$ cat src/rtl/tt_board_harness.sv
// Board-side adapter between FPGA pins and a Tiny Tapeout user design: input sync, switch
// debounce, DUT clock-enable generation and LED drive. Optional LED pulse stretch: HARNESS_STRETCH_EN.
module tt_board_harness #(
    parameter int N_SW            = 4,
    parameter int N_IN            = 8,
    parameter int N_OUT           = 8,
    parameter int SYNC_STAGES     = 2,
    parameter int DEBOUNCE_CYCLES = 50000,
    parameter int DIV_WIDTH       = 16,
    parameter int SW_ACTIVE_LOW   = 1,
    parameter int OUT_ACTIVE_LOW  = 1,
    parameter int STRETCH_CYCLES  = 1000000
) (
    input  logic                 clk,
    input  logic                 rst,
    input  logic [N_SW-1:0]      sw_raw,
    input  logic [N_IN-1:0]      pin_raw,
    input  logic                 step_btn,
    input  logic                 mode_run,
    input  logic [DIV_WIDTH-1:0] div_sel,
    output logic [N_IN-1:0]      dut_ui_in,
    output logic [N_SW-1:0]      dut_uio_in,
    output logic                 dut_clk_en,
    input  logic [N_OUT-1:0]     dut_uo_out,
    output logic [N_OUT-1:0]     led
);

    localparam int NDB  = N_SW + 1;
    localparam int SY_W = N_IN + NDB + 1;
    localparam int DBW  = (DEBOUNCE_CYCLES > 1) ? $clog2(DEBOUNCE_CYCLES) : 1;
    localparam logic [DBW-1:0]   DB_LAST = DBW'(DEBOUNCE_CYCLES - 1);
    localparam logic [N_OUT-1:0] LED_OFF = (OUT_ACTIVE_LOW != 0) ? {N_OUT{1'b1}} : {N_OUT{1'b0}};

    logic [NDB-1:0]       db_raw_s;
    logic [SY_W-1:0]      sync_q [SYNC_STAGES];
    logic [SY_W-1:0]      synced_s;
    logic [NDB-1:0]       db_sync_s;
    logic                 mode_s;
    logic [DBW-1:0]       db_cnt_q [NDB];
    logic [DBW-1:0]       db_cnt_d [NDB];
    logic [NDB-1:0]       db_stable_q, db_stable_d;
    logic                 step_prev_q, mode_prev_q;
    logic                 step_rise_s, mode_edge_s;
    logic [DIV_WIDTH-1:0] div_cnt_q, div_cnt_d;
    logic                 clk_en_q, clk_en_d;
    logic [N_OUT-1:0]     lit_s, led_d, led_q;

    // Logical polarity is fixed before synchronisation so everything downstream is active-high.
    assign db_raw_s = (SW_ACTIVE_LOW != 0) ? ~{step_btn, sw_raw} : {step_btn, sw_raw};

    // Synchroniser chain shared by the Pmod pins, switches, step button and mode select.
    always_ff @(posedge clk or posedge rst) begin
        if (rst) begin
            for (int s = 0; s < SYNC_STAGES; s++) sync_q[s] <= '0;
        end else begin
            sync_q[0] <= {mode_run, db_raw_s, pin_raw};
            for (int s = 1; s < SYNC_STAGES; s++) sync_q[s] <= sync_q[s-1];
        end
    end

    assign synced_s  = sync_q[SYNC_STAGES-1];
    assign db_sync_s = synced_s[N_IN +: NDB];
    assign mode_s    = synced_s[SY_W-1];

    // Debounce: a change is accepted only after it has held for DEBOUNCE_CYCLES consecutive cycles.
    always_comb begin
        for (int i = 0; i < NDB; i++) begin
            db_cnt_d[i]    = db_cnt_q[i];
            db_stable_d[i] = db_stable_q[i];
            if (db_sync_s[i] == db_stable_q[i]) begin
                db_cnt_d[i] = '0;
            end else if (db_cnt_q[i] == DB_LAST) begin
                db_stable_d[i] = db_sync_s[i];
                db_cnt_d[i]    = '0;
            end else begin
                db_cnt_d[i] = db_cnt_q[i] + 1'b1;
            end
        end
    end

    assign step_rise_s = db_stable_q[N_SW] & ~step_prev_q;
    assign mode_edge_s = mode_s ^ mode_prev_q;

    // Clock-enable source: a mode change resets the divider and swallows that cycle's strobe.
    always_comb begin
        div_cnt_d = div_cnt_q;
        clk_en_d  = 1'b0;
        if (mode_edge_s) begin
            div_cnt_d = '0;
            clk_en_d  = 1'b0;
        end else if (mode_s) begin
            if (div_cnt_q >= div_sel) begin
                div_cnt_d = '0;
                clk_en_d  = 1'b1;
            end else begin
                div_cnt_d = div_cnt_q + 1'b1;
                clk_en_d  = 1'b0;
            end
        end else begin
            div_cnt_d = '0;
            clk_en_d  = step_rise_s;
        end
    end

`ifdef HARNESS_STRETCH_EN
    localparam int STR_W = (STRETCH_CYCLES > 1) ? $clog2(STRETCH_CYCLES) : 1;
    localparam logic [STR_W-1:0] STR_LOAD = STR_W'(STRETCH_CYCLES - 1);

    logic [STR_W-1:0] str_cnt_q [N_OUT];
    logic [STR_W-1:0] str_cnt_d [N_OUT];
    logic [N_OUT-1:0] uo_prev_q;

    // Pulse stretch: a rising output (re)arms the counter; the LED stays lit until it drains.
    always_comb begin
        for (int i = 0; i < N_OUT; i++) begin
            if (dut_uo_out[i] & ~uo_prev_q[i]) begin
                str_cnt_d[i] = STR_LOAD;
            end else if (str_cnt_q[i] != '0) begin
                str_cnt_d[i] = str_cnt_q[i] - 1'b1;
            end else begin
                str_cnt_d[i] = str_cnt_q[i];
            end
            lit_s[i] = dut_uo_out[i] | (str_cnt_q[i] != '0);
        end
    end

    // Stretch counter and previous-output state.
    always_ff @(posedge clk or posedge rst) begin
        if (rst) begin
            uo_prev_q <= '0;
            for (int i = 0; i < N_OUT; i++) str_cnt_q[i] <= '0;
        end else begin
            uo_prev_q <= dut_uo_out;
            for (int i = 0; i < N_OUT; i++) str_cnt_q[i] <= str_cnt_d[i];
        end
    end
`else
    assign lit_s = dut_uo_out;
`endif

    assign led_d = (OUT_ACTIVE_LOW != 0) ? ~lit_s : lit_s;

    // Debounce, edge-detect, divider, strobe and LED registers.
    always_ff @(posedge clk or posedge rst) begin
        if (rst) begin
            for (int i = 0; i < NDB; i++) db_cnt_q[i] <= '0;
            db_stable_q <= '0;
            step_prev_q <= 1'b0;
            mode_prev_q <= 1'b0;
            div_cnt_q   <= '0;
            clk_en_q    <= 1'b0;
            led_q       <= LED_OFF;
        end else begin
            for (int i = 0; i < NDB; i++) db_cnt_q[i] <= db_cnt_d[i];
            db_stable_q <= db_stable_d;
            step_prev_q <= db_stable_q[N_SW];
            mode_prev_q <= mode_s;
            div_cnt_q   <= div_cnt_d;
            clk_en_q    <= clk_en_d;
            led_q       <= led_d;
        end
    end

    assign dut_ui_in  = synced_s[N_IN-1:0];
    assign dut_uio_in = db_stable_q[N_SW-1:0];
    assign dut_clk_en = clk_en_q;
    assign led        = led_q;

endmodule

$ cat config.mk
export PLATFORM = sky130hd
export DESIGN_NAME = tt_board_harness
export DESIGN_NICKNAME = d
export VERILOG_FILES = /design/src/rtl/tt_board_harness.sv
export SDC_FILE = /design/constraint.sdc
export NUM_CORES = 1
export LEC_CHECK = 0
export ABC_AREA = 1
export CAP_MARGIN = 30
export CORE_UTILIZATION = 50
export DETAILED_ROUTE_END_ITERATION = 6
export PLACE_DENSITY = 0.74
export SETUP_SLACK_MARGIN = 0.02
export SYNTH_ARGS = -nofsm -noshare
export SYNTH_HDL_FRONTEND = slang
export SYNTH_SLANG_ARGS = --single-unit
$ cat constraint.sdc
create_clock -name clk -period 4.95 [get_ports clk]
set_input_delay 0.495 -clock clk [delete_from_list [all_inputs] [get_ports clk]]
set_output_delay 0.495 -clock clk [all_outputs]
set_load 0.02 [all_outputs]
==> load_flow_metrics.sql, run 1 <==
INSERT INTO impl_metrics (metric_group, metric, value, unit) VALUES
('clocking', 'clock_insertion_delay_worst_skew', '0.42', 'ns'),
('yosys', 'synth-edff-count', '0', ''),
('place', 'buffer_ports.inserted', '60', ''),
('sta', 'period_needed', '2.06', 'ns'),
('setup_path', 'worstPathCellList', 'clkdlybuf4s50_1', ''),
('clocking', 'tritoncts', 'done', ''),
('clocking', 'cts_sinks', '140', ''),
('sta', 'clock-skew-final', '0.00863', 'ns'),
('setup_path', 'total_buffers_and_inverters_traversed_by_the_critical_path', '1', ''),
('setup_path', 'critical_path_required', '4.45', 'ns'),
('yosys', 'post_synth_inst_count', '814', ''),
('power', 'power_per_cell_area', '323', 'nW/um^2'),
('power', 'vdd.ir_drop.worst', '0.000207', 'V'),
('detailed_routing', 'route.vias.total', '5199', ''),
('sta', 'grt_setup_unrepaired', 'no', ''),
('clocking', 'htree_num_levels', '4', ''),
('setup_path', 'cp_data_arrival_time', '1.56', 'ns'),
('sta', 'final.setup.tns', '0', 'ns'),
('yosys', 'library_cells_used_by_synthesis', '36', ''),
('finish', 'total_inserted_antenna_cells', '0', ''),
('die', 'initial_utilization', '51.9', '%'),
('global_routing', 'antenna_found_initial', '0', ''),
('sta', 'report.final.slew_viol_count', '0', ''),
('die', 'floorplan.die.height', '120', 'um'),
('die', 'dieArea', '14400', 'um^2'),
('finish', 'final_cell_area', '8370', 'um^2'),
('yosys', 'netlist_area', '6960', 'um^2'),
('clocking', 'cts_setup_buffers', '0', ''),
('clocking', 'cts.clk_slew.worst_paths', '0.06', 'ns'),
('global_routing', 'grt_pass1_wl', '21400', 'um'),
('global_routing', 'grt_util_all_layers', '19.0', '%'),
('die', 'fp.dieW', '120', 'um'),
('yosys', 'synth.top_cell.area_share', '47.5', '%'),
('yosys', 'ys_top_cells_by_count', 'sky130_fd_sc_hd__nor2_1, sky130_fd_sc_hd__nand2_1, sky130_fd_sc_hd__dfrtp_1', ''),
('sta', 'endpoints_failing_setup', '0', ''),
('yosys', 'mappedNetlistNets', '876', ''),
('yosys', 'postSynth.asyncResetShare', '100', '%'),
('setup_path', 'critPathMaxFanout', '1', ''),
('yosys', 'post-synth-top-count-cell', 'sky130_fd_sc_hd__nor2_1', ''),
('detailed_routing', 'detail_route.vias_per_cell', '4.85', ''),
('sta', 'slew_headroom', '68.6', '%'),
('yosys', 'syn_area_per_cell', '8.54', 'um^2'),
('status', 'result_of_the_run', 'finished clean', ''),
('sta', 'worst_pin_slew', '0.468', 'ns'),
('die', 'design.core.area', '13400', 'um^2'),
('clocking', 'cts_resized', '0', ''),
('yosys', 'synth_top_area_cell', 'sky130_fd_sc_hd__dfrtp_1', ''),
('place', 'placement.cell_area', '7690', 'um^2'),
('global_routing', 'grt_overflow', '0', ''),
('setup_path', 'max_stage_delay', '0.64', 'ns'),
('setup_path', 'start_kind', 'register', ''),
('sta', 'maxClockFrequency', '486', 'MHz'),
('power', 'power.leakage', '3.79', 'nW'),
('sta', 'fin_crit_sh', '41.6', '%'),
('yosys', 'ys_dominant_reg_cell', 'sky130_fd_sc_hd__dfrtp_1', ''),
('setup_path', 'slowest_stage', 'sky130_fd_sc_hd__clkdlybuf4s50_1', ''),
('place', 'post-dp-hpwl', '8880', 'um'),
('detailed_routing', 'wl_per_cell', '11.7', 'um'),
('setup_path', 'worstSetupEndpointType', 'output port', ''),
('detailed_routing', 'postRouteAntennaNets', '0', ''),
('power', 'sum_of_internal_switching_and_leakage_power', '2.70', 'mW'),
('hold_path', 'holdCritPathClass', 'reg -> reg', ''),
('clocking', 'tritoncts.num_buffers', '17', ''),
('yosys', 'ys_top_cells_by_area', 'sky130_fd_sc_hd__dfrtp_1, sky130_fd_sc_hd__nor2_1, sky130_fd_sc_hd__nand2_1, sky130_fd_sc_hd__inv_1, sky130_fd_sc_hd__ha_1', ''),
('clocking', 'root_buffer', 'sky130_fd_sc_hd__clkbuf_16', ''),
('flow_run', 'maxCapViolCount', '0', ''),
('sta', 'hold_viol', '0', ''),
('setup_path', 'cpLargestDelayFamily', 'buffers and inverters', ''),
('yosys', 'postSynthRegisterBits', '140', ''),
('detailed_routing', 'drt_first_pass_iters', '7', ''),
('finish', 'nNetsFinal', '944', '');
## placed cells by master, fill, tap and decap left out, types with 2 or more instances in the layout
master / n
sky130_fd_sc_hd__nor2_2: 7
sky130_fd_sc_hd__nand3b_1: 3
sky130_fd_sc_hd__nand2_1: 147
sky130_fd_sc_hd__nand2_4: 2
sky130_fd_sc_hd__xnor2_1: 11
sky130_fd_sc_hd__nand3_1: 36
sky130_fd_sc_hd__clkinv_2: 2
sky130_fd_sc_hd__inv_1: 114
sky130_fd_sc_hd__nor3_4: 5
sky130_fd_sc_hd__dfstp_2: 8
sky130_fd_sc_hd__o21ai_2: 2
sky130_fd_sc_hd__o21ai_0: 9
sky130_fd_sc_hd__xor2_1: 29
sky130_fd_sc_hd__nor2_4: 2
sky130_fd_sc_hd__nand2_2: 9
sky130_fd_sc_hd__clkbuf_16: 17
sky130_fd_sc_hd__nand4_1: 14
sky130_fd_sc_hd__a31oi_1: 3
sky130_fd_sc_hd__clkdlybuf4s50_1: 60
sky130_fd_sc_hd__clkbuf_8: 2
sky130_fd_sc_hd__nor2_1: 148
sky130_fd_sc_hd__or2_0: 3
sky130_fd_sc_hd__a21oi_1: 22
sky130_fd_sc_hd__clkbuf_1: 2
sky130_fd_sc_hd__ha_1: 22
sky130_fd_sc_hd__nor3_2: 2
sky130_fd_sc_hd__o21ai_1: 2
sky130_fd_sc_hd__bufinv_16: 5
sky130_fd_sc_hd__nor3_1: 39
sky130_fd_sc_hd__nor4_1: 2
sky130_fd_sc_hd__dfrtp_1: 132
sky130_fd_sc_hd__nor3b_1: 6
sky130_fd_sc_hd__nand3_2: 9
sky130_fd_sc_hd__clkinvlp_4: 3
sky130_fd_sc_hd__inv_2: 5
## report_power, final
| group | internal [mW] | switching [mW] | leakage (nW) |
|---|---|---|---|
| registers | 1.17 | 0.0142 | 1.85 |
| clock network | 0.919 | 0.464 | 0.309 |
| logic | 0.0602 | 0.0721 | 1.64 |
| total | 2.15 | 0.551 | 3.79 |
## final timing paths
kind / start / endpoint / slack (ns) / cells after the start
worst max register to register: div_cnt_q[5] / div_cnt_q[11] / 3.23 / 10
worst min-delay path: sync_q[17] / synced_s[3] / 0.35 / 0
max in group asynchronous: rst / db_cnt_q[38] / 3.46 / 4
min in group asynchronous: rst / db_cnt_q[68] / 0.41 / 2
worst max-delay path: led[2] / led[2] / 2.89 / 1
worst min register to register: sync_q[17] / synced_s[3] / 0.35 / 0
## metrics by stage
step           hold slack [ns]  worst slack, ns  utilization [%]  instances
2_1_floorplan            0.331            0.715                -        814
3_3_place_gp             0.332             2.72             57.4       1038
3_5_place_dp             0.335             2.62             57.4       1038
4_1_cts                  0.349             2.87             62.3       1070
5_1_grt                  0.353             2.86             62.5       1071
6_report                 0.346             2.89             62.5       1071
## state kept, by name (all words and copies together) (netlist names)
register,count
synced_s,14
step_prev_q,1
dut_clk_en,1
mode_prev_q,1
db_cnt_q,80
db_stable_q,5
led,8
sync_q,14
div_cnt_q,16
## cell type report
class / count / area (um^2)
clock buffers: 21 / 460
clock inverters: 11 / 191
fillers: 1111 / 5030
inverters: 121 / 459
multi-input cells: 540 / 2890
flip-flops and latches: 140 / 3510
well taps: 176 / 220
repair buffers: 62 / 636
## metal layers
| layer | global-route usage, % | part of all wire (%) | vias to the layer above | wire length (um) |
|---|---|---|---|---|
| met5 | 0 | 0 | - | 0 |
| met4 | 7.42 | 1.4 | 0 | 170 |
| met3 | 4.56 | 3.5 | 16 | 437 |
| met2 | 30.7 | 46 | 90 | 5730 |
| met1 | 24.5 | 49 | 2404 | 6200 |
| li1 | - | - | 2689 | - |
## cell families after synthesis
logic type | Yosys count | synth area share (%)
AND/OR/NAND/NOR | 437 | 29.3
flip-flops | 140 | 50.5
buffers and inverters | 134 | 7.93
AO/OA/AOI/OAI | 41 | 3.27
XOR/XNOR | 40 | 5.04
adder cells (fa/ha/maj) | 22 | 3.96
No activity file was read; power rests on OpenSTA's default activity.
==> inputs of run 2 (changes only) <==
clock period = 2.09 ns   (was 4.95 ns; I/O delays follow)
==> load_flow_metrics.sql, run 2 (synthesized netlist as in run 1, its figures left out) <==
INSERT INTO impl_metrics (metric_group, metric, value, unit) VALUES
('status', 'result_of_the_run', 'finished clean', ''),
('finish', 'area_growth', '20.2', '%'),
('sta', 'grt_setup_unrepaired', 'no', ''),
('sta', 'endpoints_failing_setup', '0', ''),
('clocking', 'hold_buf_cts', '0', ''),
('setup_path', 'worst_reg2reg_startpoint', 'div_cnt_q[5]', ''),
('setup_path', 'r2r_setup_slack', '0.35', 'ns'),
('sta', 'hold_viol', '0', ''),
('place', 'post-dp-hpwl', '8870', 'um'),
('clocking', 'cts.clk_slew.worst_paths', '0.06', 'ns'),
('finish', 'number_of_flip_flops_under_the_largest_register_name', '80', ''),
('hold_path', 'holdCritPathClass', 'in -> reg', ''),
('flow_run', 'maxCapViolCount', '0', ''),
('detailed_routing', 'route.vias.total', '5156', ''),
('finish', 'most-common-layout-cells', 'sky130_fd_sc_hd__nor2_1, sky130_fd_sc_hd__nand2_1, sky130_fd_sc_hd__dfrtp_1, sky130_fd_sc_hd__inv_1, sky130_fd_sc_hd__clkdlybuf4s50_1', ''),
('clocking', 'tritoncts.num_buffers', '17', ''),
('place', 'buffer_ports.inserted', '60', ''),
('setup_path', 'worstPathCellList', 'clkdlybuf4s50_1', ''),
('sta', 'maxClockFrequency', '565', 'MHz'),
('place', 'place.gp.congestion', '0.912', ''),
('die', 'rows', '42', ''),
('sta', 'period_needed', '1.77', 'ns'),
('setup_path', 'slowest_stage', 'sky130_fd_sc_hd__clkdlybuf4s50_1', ''),
('sta', 'clock-skew-final', '0.00675', 'ns'),
('hold_path', 'worst_hold_path.endpoint', 'sync_q[17]', ''),
('global_routing', 'grt_pass1_wl', '21700', 'um'),
('finish', 'layout.cells.most_common', 'sky130_fd_sc_hd__nor2_1', ''),
('die', 'design.core.area', '13400', 'um^2'),
('die', 'dieArea', '14400', 'um^2'),
('detailed_routing', 'drt_first_pass_iters', '5', ''),
('finish', 'nNetsFinal', '945', ''),
('sta', 'fin_crit_sh', '84.7', '%'),
('clocking', 'cts_resized', '0', ''),
('detailed_routing', 'wirelength', '12400', 'um'),
('clocking', 'clock_tree.buffer_depth', '2', ''),
('clocking', 'clock_insertion_delay_worst_skew', '0.42', 'ns'),
('finish', 'registers.top_by_ff_count', 'db_cnt_q', ''),
('clocking', 'root_buffer', 'sky130_fd_sc_hd__clkbuf_16', ''),
('global_routing', 'pin_count_of_the_biggest_net_entering_global_routing', '81', ''),
('setup_path', 'cpLargestDelayFamily', 'buffers and inverters', ''),
('sta', 'final.setup.tns', '0', 'ns'),
('global_routing', 'antenna_found_initial', '0', ''),
('finish', 'post-route-util', '62.4', '%'),
('detailed_routing', 'drcViolationCount', '0', ''),
('power', 'power_per_cell_area', '754', 'nW/um^2'),
('sta', 'slew_headroom', '72.4', '%'),
('global_routing', 'grt_overflow', '0', ''),
('setup_path', 'worstReg2RegEnd', 'div_cnt_q[13]', ''),
('finish', 'reg.largest.list', 'db_cnt_q x80, div_cnt_q x16', ''),
('die', 'floorplan.die.height', '120', 'um'),
('sta', 'worst_pin_slew', '0.413', 'ns'),
('global_routing', 'grt_util_all_layers', '19.0', '%'),
('finish', 'layout.filler_cells', '1116', ''),
('setup_path', 'critical_path_required', '1.88', 'ns'),
('power', 'vdd.ir_drop.worst', '0.000695', 'V'),
('detailed_routing', 'wl_per_cell', '11.6', 'um'),
('setup_path', 'start_kind', 'register', ''),
('finish', 'total_inserted_antenna_cells', '0', ''),
('setup_path', 'worst_r2r_path_depth', '10', ''),
('setup_path', 'kind_of_critical_path', 'reg -> out', ''),
('setup_path', 'worstSetupEndpointType', 'output port', ''),
('detailed_routing', 'drt_iter0_markers', '356', ''),
('die', 'initial_utilization', '51.9', '%'),
('die', 'fp.dieW', '120', 'um'),
('setup_path', 'critPathMaxFanout', '1', ''),
('setup_path', 'max_stage_delay', '0.63', 'ns'),
('clocking', 'cts_setup_buffers', '0', ''),
('detailed_routing', 'detail_route.vias_per_cell', '4.81', ''),
('setup_path', 'cp_data_arrival_time', '1.56', 'ns'),
('clocking', 'cts_sinks', '140', ''),
('hold_path', 'min_delay_src', 'pin_raw[3]', ''),
('detailed_routing', 'postRouteAntennaNets', '0', ''),
('hold_path', 'holdPathStages', '1', ''),
('sta', 'report.final.slew_viol_count', '0', ''),
('global_routing', 'number_of_global_route_vias_before_repair', '4911', ''),
('clocking', 'htree_num_levels', '4', ''),
('setup_path', 'total_buffers_and_inverters_traversed_by_the_critical_path', '1', ''),
('clocking', 'tritoncts', 'done', ''),
('finish', 'ratio_of_cells_with_drive_above_1_in_the_final_layout', '10.0', '%'),
('die', 'pin_count', '61', ''),
('power', 'power.leakage', '3.79', 'nW');
## run 2: per-stage QoR
step | hold slack, ns | area [um^2] | instances | power [mW] | setup slack (ns)
floorplan | 0.235 | 6960 | 814 | 3.03 | 0.138
global placement | 0.332 | 7730 | 1040 | 3.18 | 0.137
detailed placement | 0.336 | 7730 | 1040 | 3.19 | 0.0484
CTS | 0.210 | 8360 | 1072 | 6.38 | 0.298
global route | 0.208 | 8360 | 1072 | 6.53 | 0.147
finish | 0.222 | 8360 | 1072 | 6.30 | 0.320
## run 2: how the worst max path moves through the flow
stage / start / to / cells past startpoint
floorplan: rst / db_cnt_q[0] / 1
global placement: div_sel[13] / div_cnt_q[11] / 8
detailed placement: div_sel[13] / div_cnt_q[12] / 8
CTS: led[4] / led[4] / 1
global route: div_cnt_q[5] / div_cnt_q[13] / 10
finish: led[0] / led[0] / 1
## run 2: layout make-up
cell class	instances	area, um^2	area share [%]
Sequential cell	140	3510	42.0
Multi-Input combinational cell	540	2890	34.6
Timing Repair Buffer	63	648	7.75
Inverter	121	458	5.48
Clock buffer	18	439	5.25
Clock inverter	14	190	2.28
Tap cell	176	220	2.63
## run 2: per-layer routing
layer  vias up  routed length [um]  GRT usage, %
li1       2690                   -             -
met1      2368                6170          25.6
met2        82                5540          29.3
met3        16                 549          5.42
met4         0                 183          6.95
met5         -                   0             0
## run 2: report_power, final
part	switching, mW	internal, mW	total [mW]
clock network	1.15	2.03	3.18
registers	0.0334	2.78	2.81
logic	0.171	0.145	0.316
==> inputs of run 3 (changes only) <==
clock period = 1.85 ns   (was 2.09 ns; I/O delays follow)
==> load_flow_metrics.sql, run 3 (synthesized netlist as in run 1, its figures left out) <==
INSERT INTO impl_metrics (metric_group, metric, value, unit) VALUES
('die', 'rows', '42', ''),
('setup_path', 'worst_reg2reg_startpoint', 'db_cnt_q[0]', ''),
('setup_path', 'max_stage_delay', '0.62', 'ns'),
('finish', 'total_inserted_antenna_cells', '0', ''),
('place', 'post-dp-hpwl', '9400', 'um'),
('global_routing', 'grt_util_all_layers', '19.3', '%'),
('finish', 'layout.cells.most_common', 'sky130_fd_sc_hd__nor2_1', ''),
('power', 'vdd.ir_drop.worst', '0.000662', 'V'),
('sta', 'maxClockFrequency', '580', 'MHz'),
('sta', 'period_needed', '1.73', 'ns'),
('status', 'result_of_the_run', 'finished clean', ''),
('finish', 'post-route-util', '63.4', '%'),
('detailed_routing', 'postRouteAntennaNets', '0', ''),
('global_routing', 'number_of_global_route_vias_before_repair', '5050', ''),
('clocking', 'root_buffer', 'sky130_fd_sc_hd__clkbuf_16', ''),
('clocking', 'cts_setup_buffers', '0', ''),
('die', 'floorplan.die.height', '120', 'um'),
('clocking', 'tritoncts.num_buffers', '17', ''),
('clocking', 'clock_tree.buffer_depth', '2', ''),
('finish', 'most-common-layout-cells', 'sky130_fd_sc_hd__nor2_1, sky130_fd_sc_hd__nand2_1, sky130_fd_sc_hd__dfrtp_1, sky130_fd_sc_hd__inv_1, sky130_fd_sc_hd__clkdlybuf4s50_1', ''),
('finish', 'nNetsFinal', '955', ''),
('detailed_routing', 'drcViolationCount', '0', ''),
('clocking', 'clock_insertion_delay_worst_skew', '0.42', 'ns'),
('hold_path', 'holdCritPathClass', 'in -> async', ''),
('setup_path', 'critPathMaxFanout', '1', ''),
('sta', 'grt_setup_unrepaired', 'no', ''),
('setup_path', 'cpLargestDelayFamily', 'buffers and inverters', ''),
('die', 'design.core.area', '13400', 'um^2'),
('sta', 'endpoints_failing_setup', '0', ''),
('clocking', 'cts.clk_slew.worst_paths', '0.05', 'ns'),
('setup_path', 'worstPathCellList', 'clkdlybuf4s50_1', ''),
('finish', 'reg.largest.list', 'db_cnt_q x80, div_cnt_q x16', ''),
('finish', 'ratio_of_cells_with_drive_above_1_in_the_final_layout', '10.9', '%'),
('clocking', 'cts_resized', '0', ''),
('setup_path', 'kind_of_critical_path', 'reg -> out', ''),
('setup_path', 'slowest_stage', 'sky130_fd_sc_hd__clkdlybuf4s50_1', ''),
('setup_path', 'r2r_setup_slack', '0.24', 'ns'),
('finish', 'area_growth', '22.1', '%'),
('clocking', 'htree_num_levels', '4', ''),
('clocking', 'cts_sinks', '140', ''),
('sta', 'slew_headroom', '65.6', '%'),
('sta', 'clock-skew-final', '0.00694', 'ns'),
('setup_path', 'worstSetupEndpointType', 'output port', ''),
('place', 'buffer_ports.inserted', '60', ''),
('die', 'pin_count', '61', ''),
('detailed_routing', 'drt_first_pass_iters', '4', ''),
('sta', 'worst_pin_slew', '0.515', 'ns'),
('power', 'power.leakage', '3.85', 'nW'),
('detailed_routing', 'route.vias.total', '5294', ''),
('sta', 'hold_viol', '0', ''),
('power', 'sum_of_internal_switching_and_leakage_power', '7.24', 'mW'),
('global_routing', 'grt_pass1_wl', '22100', 'um'),
('flow_run', 'maxCapViolCount', '0', ''),
('setup_path', 'cp_data_arrival_time', '1.54', 'ns'),
('setup_path', 'worstReg2RegEnd', 'db_cnt_q[9]', ''),
('sta', 'finalHoldWorstSlack', '0.172', 'ns'),
('clocking', 'tritoncts', 'done', ''),
('global_routing', 'grt_overflow', '0', ''),
('global_routing', 'antenna_found_initial', '0', ''),
('power', 'power_per_cell_area', '853', 'nW/um^2'),
('sta', 'report.final.slew_viol_count', '0', ''),
('die', 'dieArea', '14400', 'um^2'),
('sta', 'fin_crit_sh', '93.3', '%'),
('die', 'initial_utilization', '51.9', '%'),
('setup_path', 'start_kind', 'register', ''),
('place', 'place.gp.congestion', '0.848', ''),
('finish', 'number_of_flip_flops_under_the_largest_register_name', '80', ''),
('setup_path', 'worst_r2r_path_depth', '10', ''),
('die', 'fp.dieW', '120', 'um'),
('detailed_routing', 'drt_iter0_markers', '301', ''),
('finish', 'registers.top_by_ff_count', 'db_cnt_q', ''),
('detailed_routing', 'detail_route.vias_per_cell', '4.89', ''),
('clocking', 'hold_buf_cts', '0', ''),
('global_routing', 'pin_count_of_the_biggest_net_entering_global_routing', '25', ''),
('setup_path', 'critical_path_required', '1.66', 'ns'),
('setup_path', 'total_buffers_and_inverters_traversed_by_the_critical_path', '1', ''),
('detailed_routing', 'wirelength', '12600', 'um'),
('detailed_routing', 'wl_per_cell', '11.7', 'um');
run 3: worst max-delay path by stage:
stage / end / startpoint / slack, ns / depth (start not counted)
after global placement: div_cnt_q[5] / div_sel[13] / 0.06 / 9
after global routing: db_cnt_q[9] / db_cnt_q[0] / 0.05 / 10
after floorplan: db_cnt_q[0] / rst / -0.08 / 1
final: led[2] / led[2] / 0.12 / 1
after CTS: led[4] / led[4] / 0.08 / 1
after detailed placement: div_cnt_q[8] / div_sel[15] / -0.005 / 9
run 3: metal layers:
metal	up-vias	GRT usage (%)	share of wire [%]
met4	0	6.17	1.5
met5	-	0	0
met1	2466	25.6	47
li1	2711	-	-
met3	16	5.23	4.7
met2	101	30.6	47
run 3: cell type report:
type                       count  area [um^2]
timing repair buffer          73          761
inverter                     121          458
fill                        1141         4910
tap                          176          220
sequential                   140         3510
clock buffer                  18          429
clock inverter                14          218
multi-input combinational    540         2890
run 3: per-stage QoR:
stage	instances	setup slack, ns	instance area [um^2]	TNS [ns]
5_1_grt	1082	0.0492	8490	0
3_5_place_dp	1050	-0.00468	7840	-0.00717
6_report	1082	0.125	8490	0
3_3_place_gp	1050	0.0574	7840	0
4_1_cts	1082	0.0850	8490	0
2_1_floorplan	814	-0.0776	6960	-10.24
run 3: report_power, final:
part           leakage, nW  switching [mW]  internal [mW]
sequential            1.85          0.0373           3.14
clock                0.307            1.28           2.40
combinational         1.70           0.200          0.182
total                 3.85            1.52           5.72
